===== src/rtl/bn_bias_requant_if.sv =====
// Streaming handshake bundle for the batchnorm bias/requantise stage:
// a 2*BITS-wide product goes in, a BITS-wide requantised sample comes out.
interface bn_bias_requant_if #(
   parameter int BITS = 17
);
   logic                     in_valid;
   logic                     in_ready;
   logic signed [2*BITS-1:0] in_data;
   logic                     out_valid;
   logic                     out_ready;
   logic signed [BITS-1:0]   out_data;

   modport master (
      output in_valid, in_data, out_ready,
      input  in_ready, out_valid, out_data
   );

   modport slave (
      input  in_valid, in_data, out_ready,
      output in_ready, out_valid, out_data
   );
endinterface


===== src/rtl/bn_bias_requant.sv =====
// Two-stage batchnorm bias add and requantise: S1 adds the Q(NFRAC) bias to the
// Q(2*NFRAC) product, S2 rounds half-up, saturates, optionally applies ReLU.
module bn_bias_requant #(
   parameter int BITS  = 17,
   parameter int NFRAC = 8,
   parameter int BIAS  = 0,
   parameter int RELU  = 0
) (
   input  logic             clk,
   input  logic             reset,
   bn_bias_requant_if.slave bus,
   output logic [15:0]      sat_count,
   output logic             sat_flag
);
   localparam int SW = 2*BITS + 1;
   localparam logic signed [BITS-1:0] BIAS_B = BITS'(BIAS);
   // Bias moved to the product's 2*NFRAC fractional scale.
   localparam logic signed [SW-1:0] BIAS_SH =
      {{(SW-BITS){BIAS_B[BITS-1]}}, BIAS_B} << NFRAC;
   localparam logic signed [SW:0] RND  = {{(SW+1-NFRAC){1'b0}}, 1'b1, {(NFRAC-1){1'b0}}};
   localparam logic signed [SW:0] MAXV = {{(SW-BITS+2){1'b0}}, {(BITS-1){1'b1}}};
   localparam logic signed [SW:0] MINV = ~MAXV;

   logic                   s1_valid, s2_valid;
   logic                   s1_adv, s2_adv;
   logic signed [SW-1:0]   s1_sum;
   logic signed [SW:0]     r;
   logic                   sat_hi, sat_lo;
   logic signed [BITS-1:0] clip, res, res_q;

   assign s2_adv       = !s2_valid || bus.out_ready;
   assign s1_adv       = !s1_valid || s2_adv;
   assign bus.in_ready = !reset && s1_adv;
   assign bus.out_valid = s2_valid;
   assign bus.out_data  = res_q;

   always_ff @(posedge clk) begin
      if (reset)
         s1_valid <= 1'b0;
      else if (s1_adv)
         s1_valid <= bus.in_valid;
   end

   always_ff @(posedge clk) begin
      if (s1_adv && bus.in_valid)
         s1_sum <= {{(BITS+1){bus.in_data[2*BITS-1]}}, bus.in_data} + BIAS_SH;
   end

   // One guard bit above the sum so the rounding constant cannot wrap.
   always_comb begin
      r      = $signed({s1_sum[SW-1], s1_sum} + RND) >>> NFRAC;
      sat_hi = r > MAXV;
      sat_lo = r < MINV;
      clip   = r[BITS-1:0];
      if (sat_hi)
         clip = MAXV[BITS-1:0];
      else if (sat_lo)
         clip = MINV[BITS-1:0];
      res = (RELU != 0 && clip[BITS-1]) ? '0 : clip;
   end

   always_ff @(posedge clk) begin
      if (reset) begin
         s2_valid  <= 1'b0;
         res_q     <= '0;
         sat_count <= '0;
         sat_flag  <= 1'b0;
      end else if (s2_adv) begin
         s2_valid <= s1_valid;
         if (s1_valid) begin
            res_q <= res;
            if (sat_hi || sat_lo) begin
               sat_flag <= 1'b1;
               if (sat_count != 16'hFFFF)
                  sat_count <= sat_count + 16'd1;
            end
         end
      end
   end
endmodule


===== src/flat_wrapper.sv =====
// flat-port wrapper written by rule: the top's interface ports become plain ports
module bn_bias_requant_flat 
#(
   parameter int BITS  = 17,
   parameter int NFRAC = 8,
   parameter int BIAS  = 0,
   parameter int RELU  = 0
)
  (clk, reset, sat_count, sat_flag, bus_in_valid, bus_in_data, bus_out_ready, bus_in_ready, bus_out_valid, bus_out_data);
  bn_bias_requant_if #(.BITS(BITS)) bus_i ();
  input  logic clk;
  input  logic reset;
  output logic [15:0] sat_count;
  output logic sat_flag;
  input wire logic [$bits(bus_i.in_valid)-1:0] bus_in_valid;
  input wire logic [$bits(bus_i.in_data)-1:0] bus_in_data;
  input wire logic [$bits(bus_i.out_ready)-1:0] bus_out_ready;
  output wire logic [$bits(bus_i.in_ready)-1:0] bus_in_ready;
  output wire logic [$bits(bus_i.out_valid)-1:0] bus_out_valid;
  output wire logic [$bits(bus_i.out_data)-1:0] bus_out_data;
  assign bus_i.in_valid = bus_in_valid;
  assign bus_i.in_data = bus_in_data;
  assign bus_i.out_ready = bus_out_ready;
  assign bus_in_ready = bus_i.in_ready;
  assign bus_out_valid = bus_i.out_valid;
  assign bus_out_data = bus_i.out_data;
  bn_bias_requant #(.BITS(BITS), .NFRAC(NFRAC), .BIAS(BIAS), .RELU(RELU)) u_core (.clk(clk), .reset(reset), .bus(bus_i), .sat_count(sat_count), .sat_flag(sat_flag));
endmodule

===== config.mk =====
export PLATFORM = sky130hd
export DESIGN_NAME = bn_bias_requant_flat
export DESIGN_NICKNAME = d
export VERILOG_FILES = /design/src/rtl/bn_bias_requant_if.sv /design/src/rtl/bn_bias_requant.sv /design/src/flat_wrapper.sv
export SDC_FILE = /design/constraint.sdc
export NUM_CORES = 1
export LEC_CHECK = 0
export CORE_MARGIN = 8
export CORE_UTILIZATION = 35
export DETAILED_ROUTE_END_ITERATION = 10
export PLACE_DENSITY = 0.62
export SLEW_MARGIN = 20
export SYNTH_ARGS = -nofsm -noshare
export SYNTH_HDL_FRONTEND = slang
export SYNTH_SLANG_ARGS = --single-unit

===== constraint.sdc =====
create_clock -name clk -period 3.3 [get_ports clk]
set_input_delay 0.495 -clock clk [delete_from_list [all_inputs] [get_ports clk]]
set_output_delay 0.495 -clock clk [all_outputs]
set_load 0.02 [all_outputs]

# After elaboration in Yosys (flattened, before gate mapping)
# Index checks and enable logic that the tools add are counted.
[totals]
word_cells = 24
input_bits = 38
out_inout_bits = 36
regBits = 70
[classes]
eq_ne = 1
n_mux = 2
n_reduce_logical = 11
add_sub_neg = 2
n_lt_le_gt_ge = 2
[op_table]
columns = ["cell", "n"]
rows = [
  ["$add A34 B9 Y35 const B", 1],
  ["$mux W17", 2],
  ["$gt A27 B17 Y1 const B", 1],
  ["$lt A27 B17 Y1 const B", 1],
  ["$add A16 B1 Y16 const B", 1],
  ["$ne A16 B16 Y1 const B", 1],
  ["$reduce_and A4 Y1", 1],
  ["$logic_not A1 Y1", 3],
  ["$logic_or A1 B1 Y1", 3],
  ["$reduce_and A3 Y1", 1],
  ["$logic_and A1 B1 Y1", 2],
  ["$reduce_and A2 Y1", 1],
]

# Longest topological paths before layout
# Gate-level depths: netlist (run 1).
[depth]
ltp_word = 4
depth_mapped = 10
ltp_nobuf = 9

# Worst setup path after synthesis (run 1)
# Ideal clock, no wire load.
[synth_timing]
kind = "input-to-reg"
from = "input bus_out_ready"
to = "register u_core.s1_sum[10], enable pin"
required_ps = 2847
arrival_time_ps = 2590
path_buffers = 0
stages = 2
path_slack_ps = 257
setup_time_ps = 453
path_cell_list = "nor2b_1 > a21boi_0"
[synth_via]
elab_chain_len = 3
[synth_rtl]
columns = ["element", "line", "rtl"]
rows = [
  ["start: declaration", "flat_wrapper.sv:17", "input wire logic [$bits(bus_i.out_ready)-1:0] bus_out_ready;"],
  ["$logic_or A1 B1 Y1", "bn_bias_requant.sv:31", "assign s2_adv = !s2_valid || bus.out_ready;"],
  ["$logic_or A1 B1 Y1", "bn_bias_requant.sv:32", "assign s1_adv = !s1_valid || s2_adv;"],
  ["$logic_and A1 B1 Y1", "bn_bias_requant.sv:45", "if (s1_adv && bus.in_valid)"],
  ["end signal: assignment", "bn_bias_requant.sv:46", "s1_sum <= {{(BITS+1){bus.in_data[2*BITS-1]}}, bus.in_data} + BIAS_SH;"],
  ["end: declaration", "bn_bias_requant.sv:26", "logic signed [SW-1:0] s1_sum;"],
]
# Every way passes these cells.
# A chain may end at the register's enable or synchronous reset.

# Worst setup path after layout (run 1)
[layout_timing]
from = "register u_core.s1_sum[16]"
to = "register u_core.sat_count[4]"
[layout_via]
elab_chain_len = 4
word_cells_on_any_way = 5
cone_classes = "add/sub: 1; order compare: 2; reduce/logical: 2"
[layout_rtl]
columns = ["element", "line", "rtl"]
rows = [
  ["$add A34 B9 Y35 *", "bn_bias_requant.sv:51", "r = $signed({s1_sum[SW-1], s1_sum} + RND) >>> NFRAC;"],
  ["$gt A27 B17 Y1 or $lt A27 B17 Y1 (tied branches)", "bn_bias_requant.sv:52, bn_bias_requant.sv:53", ""],
  ["$logic_or A1 B1 Y1 *", "bn_bias_requant.sv:72", "if (sat_hi || sat_lo) begin"],
  ["$reduce_and A4 Y1 (no line) *", "n/a", ""],
  ["end signal: assignment", "bn_bias_requant.sv:75", "sat_count <= sat_count + 16'd1;"],
  ["end: declaration", "bn_bias_requant.sv:12", "output logic [15:0] sat_count,"],
]
# Mark *: on every way between the ends. The rest lies on a longest branch, timed or not.

==> results of run 1 <==
-- cell families (layout without fill, tap and decap cells) --
family	count (synthesis)	in the layout	share of synthesized area, %
simple gates	151	151	25.5
flops	63	63	49.5
compound gates	57	57	13.2
buf+inv	19	95	2.63
fa+ha+maj	2	2	0.809
mux	10	10	3.52
xor+xnor	17	17	4.82
-- sequential cells by signal (all words and copies together), names as in the netlist --
name                  flops
u_core.s1_sum            27
u_core.bus.out_data      17
u_core.sat_count         16
u_core.bus.out_valid      1
u_core.s1_valid           1
u_core.sat_flag           1
-- layer usage --
layer | GRT usage, % | wire length [µm] | part of all wire, % | vias to the layer above
li1 | - | - | - | 1323
met1 | 15.7 | 3340 | 45 | 1239
met2 | 20.6 | 3480 | 47 | 54
met3 | 4.07 | 458 | 6.2 | 6
met4 | 3.47 | 72 | 0.98 | 0
met5 | 0 | 0 | 0 | -
-- worst max-delay path by stage --
stage / to / slack (ns)
final: u_core.sat_count[4] / 0.36
after global routing: u_core.sat_count[3] / 0.09
after global placement: u_core.sat_count[4] / 0.41
after detailed placement: u_core.sat_count[4] / 0.38
after CTS: u_core.sat_count[4] / 0.36
after floorplan: u_core.s1_sum[10] / 0.26
-- area by class of cell --
cell class,count,area [µm²],area share [%]
multi-input combinational,237,1480,36.1
clock buffer,15,209,5.08
sequential,63,1530,37.3
inverter,3,11.3,0.274
timing repair buffer,76,736,17.9
clock inverter,1,5.00,0.122
tap,108,135,3.29
-- report_power, final --
part	total, W	switching, W	leakage, nW	internal (W)
registers	0.000889	0.0000341	0.558	0.000854
clock network	0.000692	0.000286	0.110	0.000405
logic	0.000208	0.000105	0.788	0.000102
-- worst max-delay path, cell delays in order, from the launching register on --
cell	delay, ns
edfxtp_1	0.43
nand4_2	0.21
nor4_4	0.24
buf_4	0.20
nand4_1	0.10
xor2_1	0.32
o41ai_2	0.16
a31o_1	0.37
buf_4	0.23
or4_1	0.47
a21oi_1	0.14
-- Yosys cell counts, drive strengths merged (7+ instances only) --
| cell | count |
|---|---|
| edfxtp | 27 |
| xor2 | 9 |
| nor2 | 39 |
| mux2 | 7 |
| dfxtp | 36 |
| a211oi | 16 |
| nor2b | 10 |
| o31ai | 7 |
| nand3 | 12 |
| and3 | 8 |
| xnor2 | 8 |
| nor4 | 8 |
| nand2 | 38 |
| clkbuf | 10 |
| nand4 | 8 |
| a21oi | 10 |
-- metrics by stage --
step                worst slack (ns)  hold WS, ns  cell area [µm²]  power, W
floorplan                      0.257        0.493             3090   0.00101
global placement               0.411        0.458             3900   0.00111
detailed placement             0.383        0.469             3900   0.00112
CTS                            0.355        0.487             4110   0.00181
global route                  0.0929        0.518             4110   0.00187
finish                         0.363        0.487             4110   0.00179
==> metrics.md, run 1 <==
| Metric | Value |
|---|---|
| Outcome | `finished, final reports clean` |
| Worst slew pin tran | `0.598 ns` |
| Clk slew on worst S/H paths | `0.07 ns` |
| Cells after DPL | `487` |
| Hold crit path type | `reg -> reg` |
| H-Tree Depth | `3` |
| Final setup fails | `0` |
| Hold path cells | `2` |
| R2R Path End | `u_core.sat_count[4]` |
| Worst-skew pair later-pin latency | `0.33 ns` |
| CTS Buf Count | `9` |
| Post-synthesis cell type count | `48` |
| Worst R2R Path Depth | `10` |
| Non-Filler Instances | `503` |
| Hold_sp | `u_core.sat_flag` |
| Syn_area_per_cell | `9.69 µm²` |
| Largest net degree at the start of global routing | `44` |
| Setup CP Type | `reg -> reg` |
| Share of layout cells above drive strength 1 | `8.10%` |
| Largest cells by area after synthesis | `edfxtp_1 (26%), dfxtp_1 (23%), nor2_1 (4.7%)` |
| Final design utilization | `47.6%` |
| Crit-path max FO | `16` |
| Via Count | `2622` |
| # clock sinks | `63` |
| Synth async-reset ratio | `0%` |
| PD cells | `435 nW/µm²` |
| Hold buffer count at cts | `0` |
| RSZ-0062 raised after global routing | `false` |
| Slew HR | `59.8%` |
| P&R area growth vs syn | `32.9%` |
| FILL cells | `847` |
| Wire per inst | `14.6 µm` |
| Setup slack, reg-to-reg | `0.36 ns` |
| Post-synth top area cell | `edfxtp_1` |
| Number of synthesized flops with an enable pin | `27` |
| Min Tclk post-route | `2.94 ns` |
| Yosys warning count | `0` |
| Number of port buffers | `66` |
| DR DRC count | `0` |
| Clk_skew | `0.00919 ns` |
| Post-Synthesis Cells | `319` |
| First-pass GRT wire length | `12100 µm` |
| Die area | `12100 µm²` |
| Setup crit end kind | `register` |
| Mapped Area | `3090 µm²` |
| Total GRT Usage | `12.6%` |
| Starting Density | `35.8%` |
| GPL Wtd Cong | `0.855` |
| Worst vdd rail ir drop | `0.000242 V` |
| Hold Vio Cnt, Final | `0` |
| Crit. Startpoint | `u_core.s1_sum[16]` |
| Final nets | `430` |
| Post-CTS setup buffer count | `0` |
| Fmax | `0.340 GHz` |
| Most frequent cells in the layout | `clkdlybuf4s50_1 (66), nor2_1 (39), nand2_1 (37), dfxtp_1 (36), edfxtp_1 (27)` |
| Vias/cell | `5.21` |
| Die Wd | `110 µm` |
| Total of max-cap violations | `0` |
| Initial antenna violation count | `0` |
| Placeable Area | `8640 µm²` |
| Post-CTS sizing | `0` |
| IO Pins | `74` |
| Diode count | `0` |
| #FFs+latches synth | `63` |
| Max Root-Sink Buffers | `2` |
| Worst Path Arrival | `3.20 ns` |
| Max Slew Vio Count | `0` |
| Row count | `34` |
| WP data required | `3.57 ns` |
| Final HPWL DP | `5530 µm` |
| Leading cell type in the layout, fill and taps excluded | `clkdlybuf4s50_1` |
| Final wirelength | `7350 µm` |
| Hold path endpoint | `u_core.sat_flag` |
| Crit share post-route | `89.0%` |
| Reg2reg start | `u_core.s1_sum[16]` |
| ANT nets after route | `0` |
| Post-synth top area share | `26.2%` |
| Syn Nets | `359` |
| Total gr overflow | `0` |
| Ys flop type | `dfxtp_1` |
| CTS tree | `done` |
| Sequential-to-total area share from yosys stat | `49.5%` |
| Die Y | `110 µm` |
| CTS Root Cell | `clkbuf_8` |
| Pleak | `1.46 nW` |
| TritonRoute pass-1 iters | `4` |
| Vias in the first global route | `2520` |
| Startpoint Class | `register` |
| TNS Setup | `0 ns` |
| 1st-iter DRT viols | `52` |
Note: power is estimated with default switching activity, not from simulation.
==> inputs of run 2 (changes only) <==
Settings changed: CORE_ASPECT_RATIO set to 1.75, SKIP_CTS_REPAIR_TIMING set to 1.
==> metrics.md, run 2 (synthesis gave the netlist of run 1 again) <==
| Metric | Value |
|---|---|
| Die Wd | `87.0 µm` |
| Outcome | `finished, final reports clean` |
| Total of max-cap violations | `0` |
| GPL Wtd Cong | `0.848` |
| Setup CP Type | `reg -> reg` |
| Total power | `0.00199 W` |
| Multi-input logic area | `1480 µm²` |
| FF/Latch Area | `1530 µm²` |
| Crit share post-route | `89.7%` |
| Placeable Area | `8610 µm²` |
| Max Root-Sink Buffers | `2` |
| Hold crit path type | `reg -> reg` |
| Fmax | `0.338 GHz` |
| CTS tree | `done` |
| Vias in the first global route | `2542` |
| CTS Root Cell | `clkbuf_16` |
| Die area | `12200 µm²` |
| Via Count | `2643` |
| IO Pins | `74` |
| Setup crit end kind | `register` |
| WP data required | `3.51 ns` |
| P&R area growth vs syn | `36.1%` |
| Largest Register | `u_core.s1_sum` |
| Hold path cells | `2` |
| Largest net degree at the start of global routing | `44` |
| Diode count | `0` |
| Worst vdd rail ir drop | `0.000436 V` |
| # clock sinks | `63` |
| Final nets | `431` |
| Initial antenna violation count | `0` |
| Min Tclk post-route | `2.96 ns` |
| Total gr overflow | `0` |
| Max FFs per register | `27` |
| FILL cells | `849` |
| Clk slew on worst S/H paths | `0.05 ns` |
| PD cells | `473 nW/µm²` |
| Worst slew pin tran | `0.517 ns` |
| First-pass GRT wire length | `11800 µm` |
| RSZ-0062 raised after global routing | `false` |
| TNS Setup | `0 ns` |
| Worst R2R Path Depth | `9` |
| Hold Vio Cnt, Final | `0` |
| Worst-skew pair later-pin latency | `0.32 ns` |
| Final setup fails | `0` |
| ANT nets after route | `0` |
| Share of layout cells above drive strength 1 | `8.59%` |
| Startpoint Class | `register` |
| Final HPWL DP | `5740 µm` |
| Clk_skew | `0.00582 ns` |
| Row count | `45` |
| Die Y | `140 µm` |
| 1st-iter DRT viols | `67` |
| Worst Path Arrival | `3.17 ns` |
| CTS Buf Count | `9` |
| Slew HR | `65.2%` |
| H-Tree Depth | `3` |
| Final wirelength | `7240 µm` |
| Max Slew Vio Count | `0` |
| Wire per inst | `14.1 µm` |
| Number of port buffers | `66` |
| Crit-path max FO | `10` |
| Most frequent cells in the layout | `clkdlybuf4s50_1 (66), nor2_1 (39), nand2_1 (37), dfxtp_1 (36), edfxtp_1 (27)` |
| DR DRC count | `0` |
| TritonRoute pass-1 iters | `4` |
| Pleak | `1.50 nW` |
| Vias/cell | `5.15` |
| Starting Density | `35.9%` |
| Leading cell type in the layout, fill and taps excluded | `clkdlybuf4s50_1` |
| Total GRT Usage | `12.2%` |
run 2: cell types whose count changed in the layout (fill, tap and decap cells not counted):
cell,previous run,this run
clkbuf_1,2,1
clkbuf_8,11,1
inv_4,0,2
clkbuf_16,2,10
clkinvlp_4,0,1
buf_4,10,11
run 2: final cells by class:
class / instances / area share, %
clock buffer: 12 / 6.36
clock inverter: 4 / 0.595
inverter: 3 / 0.268
multi-input combinational: 237 / 35.2
sequential: 63 / 36.4
tap: 117 / 3.48
timing repair buffer: 77 / 17.7
run 2: worst paths after layout:
path	startpoint	endpoint	slack, ns
min reg2reg	u_core.bus.out_data[16]	u_core.bus.out_data[16]	0.49
max	u_core.s1_sum[16]	u_core.sat_count[13]	0.34
max reg2reg	u_core.s1_sum[16]	u_core.sat_count[13]	0.34
min	u_core.bus.out_data[16]	u_core.bus.out_data[16]	0.49
run 2: power breakdown:
group          switching, W  total [W]  internal, W
Combinational      0.000104   0.000207     0.000103
Sequential        0.0000332   0.000889     0.000856
Clock              0.000320   0.000893     0.000573
Total              0.000458    0.00199      0.00153
run 2: layer usage:
layer | routed length, µm | GRT usage (%)
met1 | 2750 | 12.1
met2 | 3970 | 22.1
met3 | 339 | 2.81
met4 | 181 | 6.94
met5 | 0 | 0
run 2: critical path: stages (launching register included):
cell and delay, ns:
edfxtp_1 0.43, nand4_2 0.22, nor4_4 0.25, buf_4 0.20, and4_1 0.25, mux2i_1 0.20, nand2_1 0.12, a31o_1 0.33
nor4_1 0.49, mux2_1 0.37
run 2: stage by stage:
step	area (µm²)	cells	hold WS [ns]	utilization (%)	worst slack, ns
6_report	4210	513	0.493	48.8	0.341
5_1_grt	4210	513	0.522	48.8	0.121
4_1_cts	4210	513	0.503	48.8	0.315
3_5_place_dp	3920	497	0.490	45.4	0.325
3_3_place_gp	3920	497	0.471	45.4	0.388
2_1_floorplan	3090	319	0.493	-	0.257
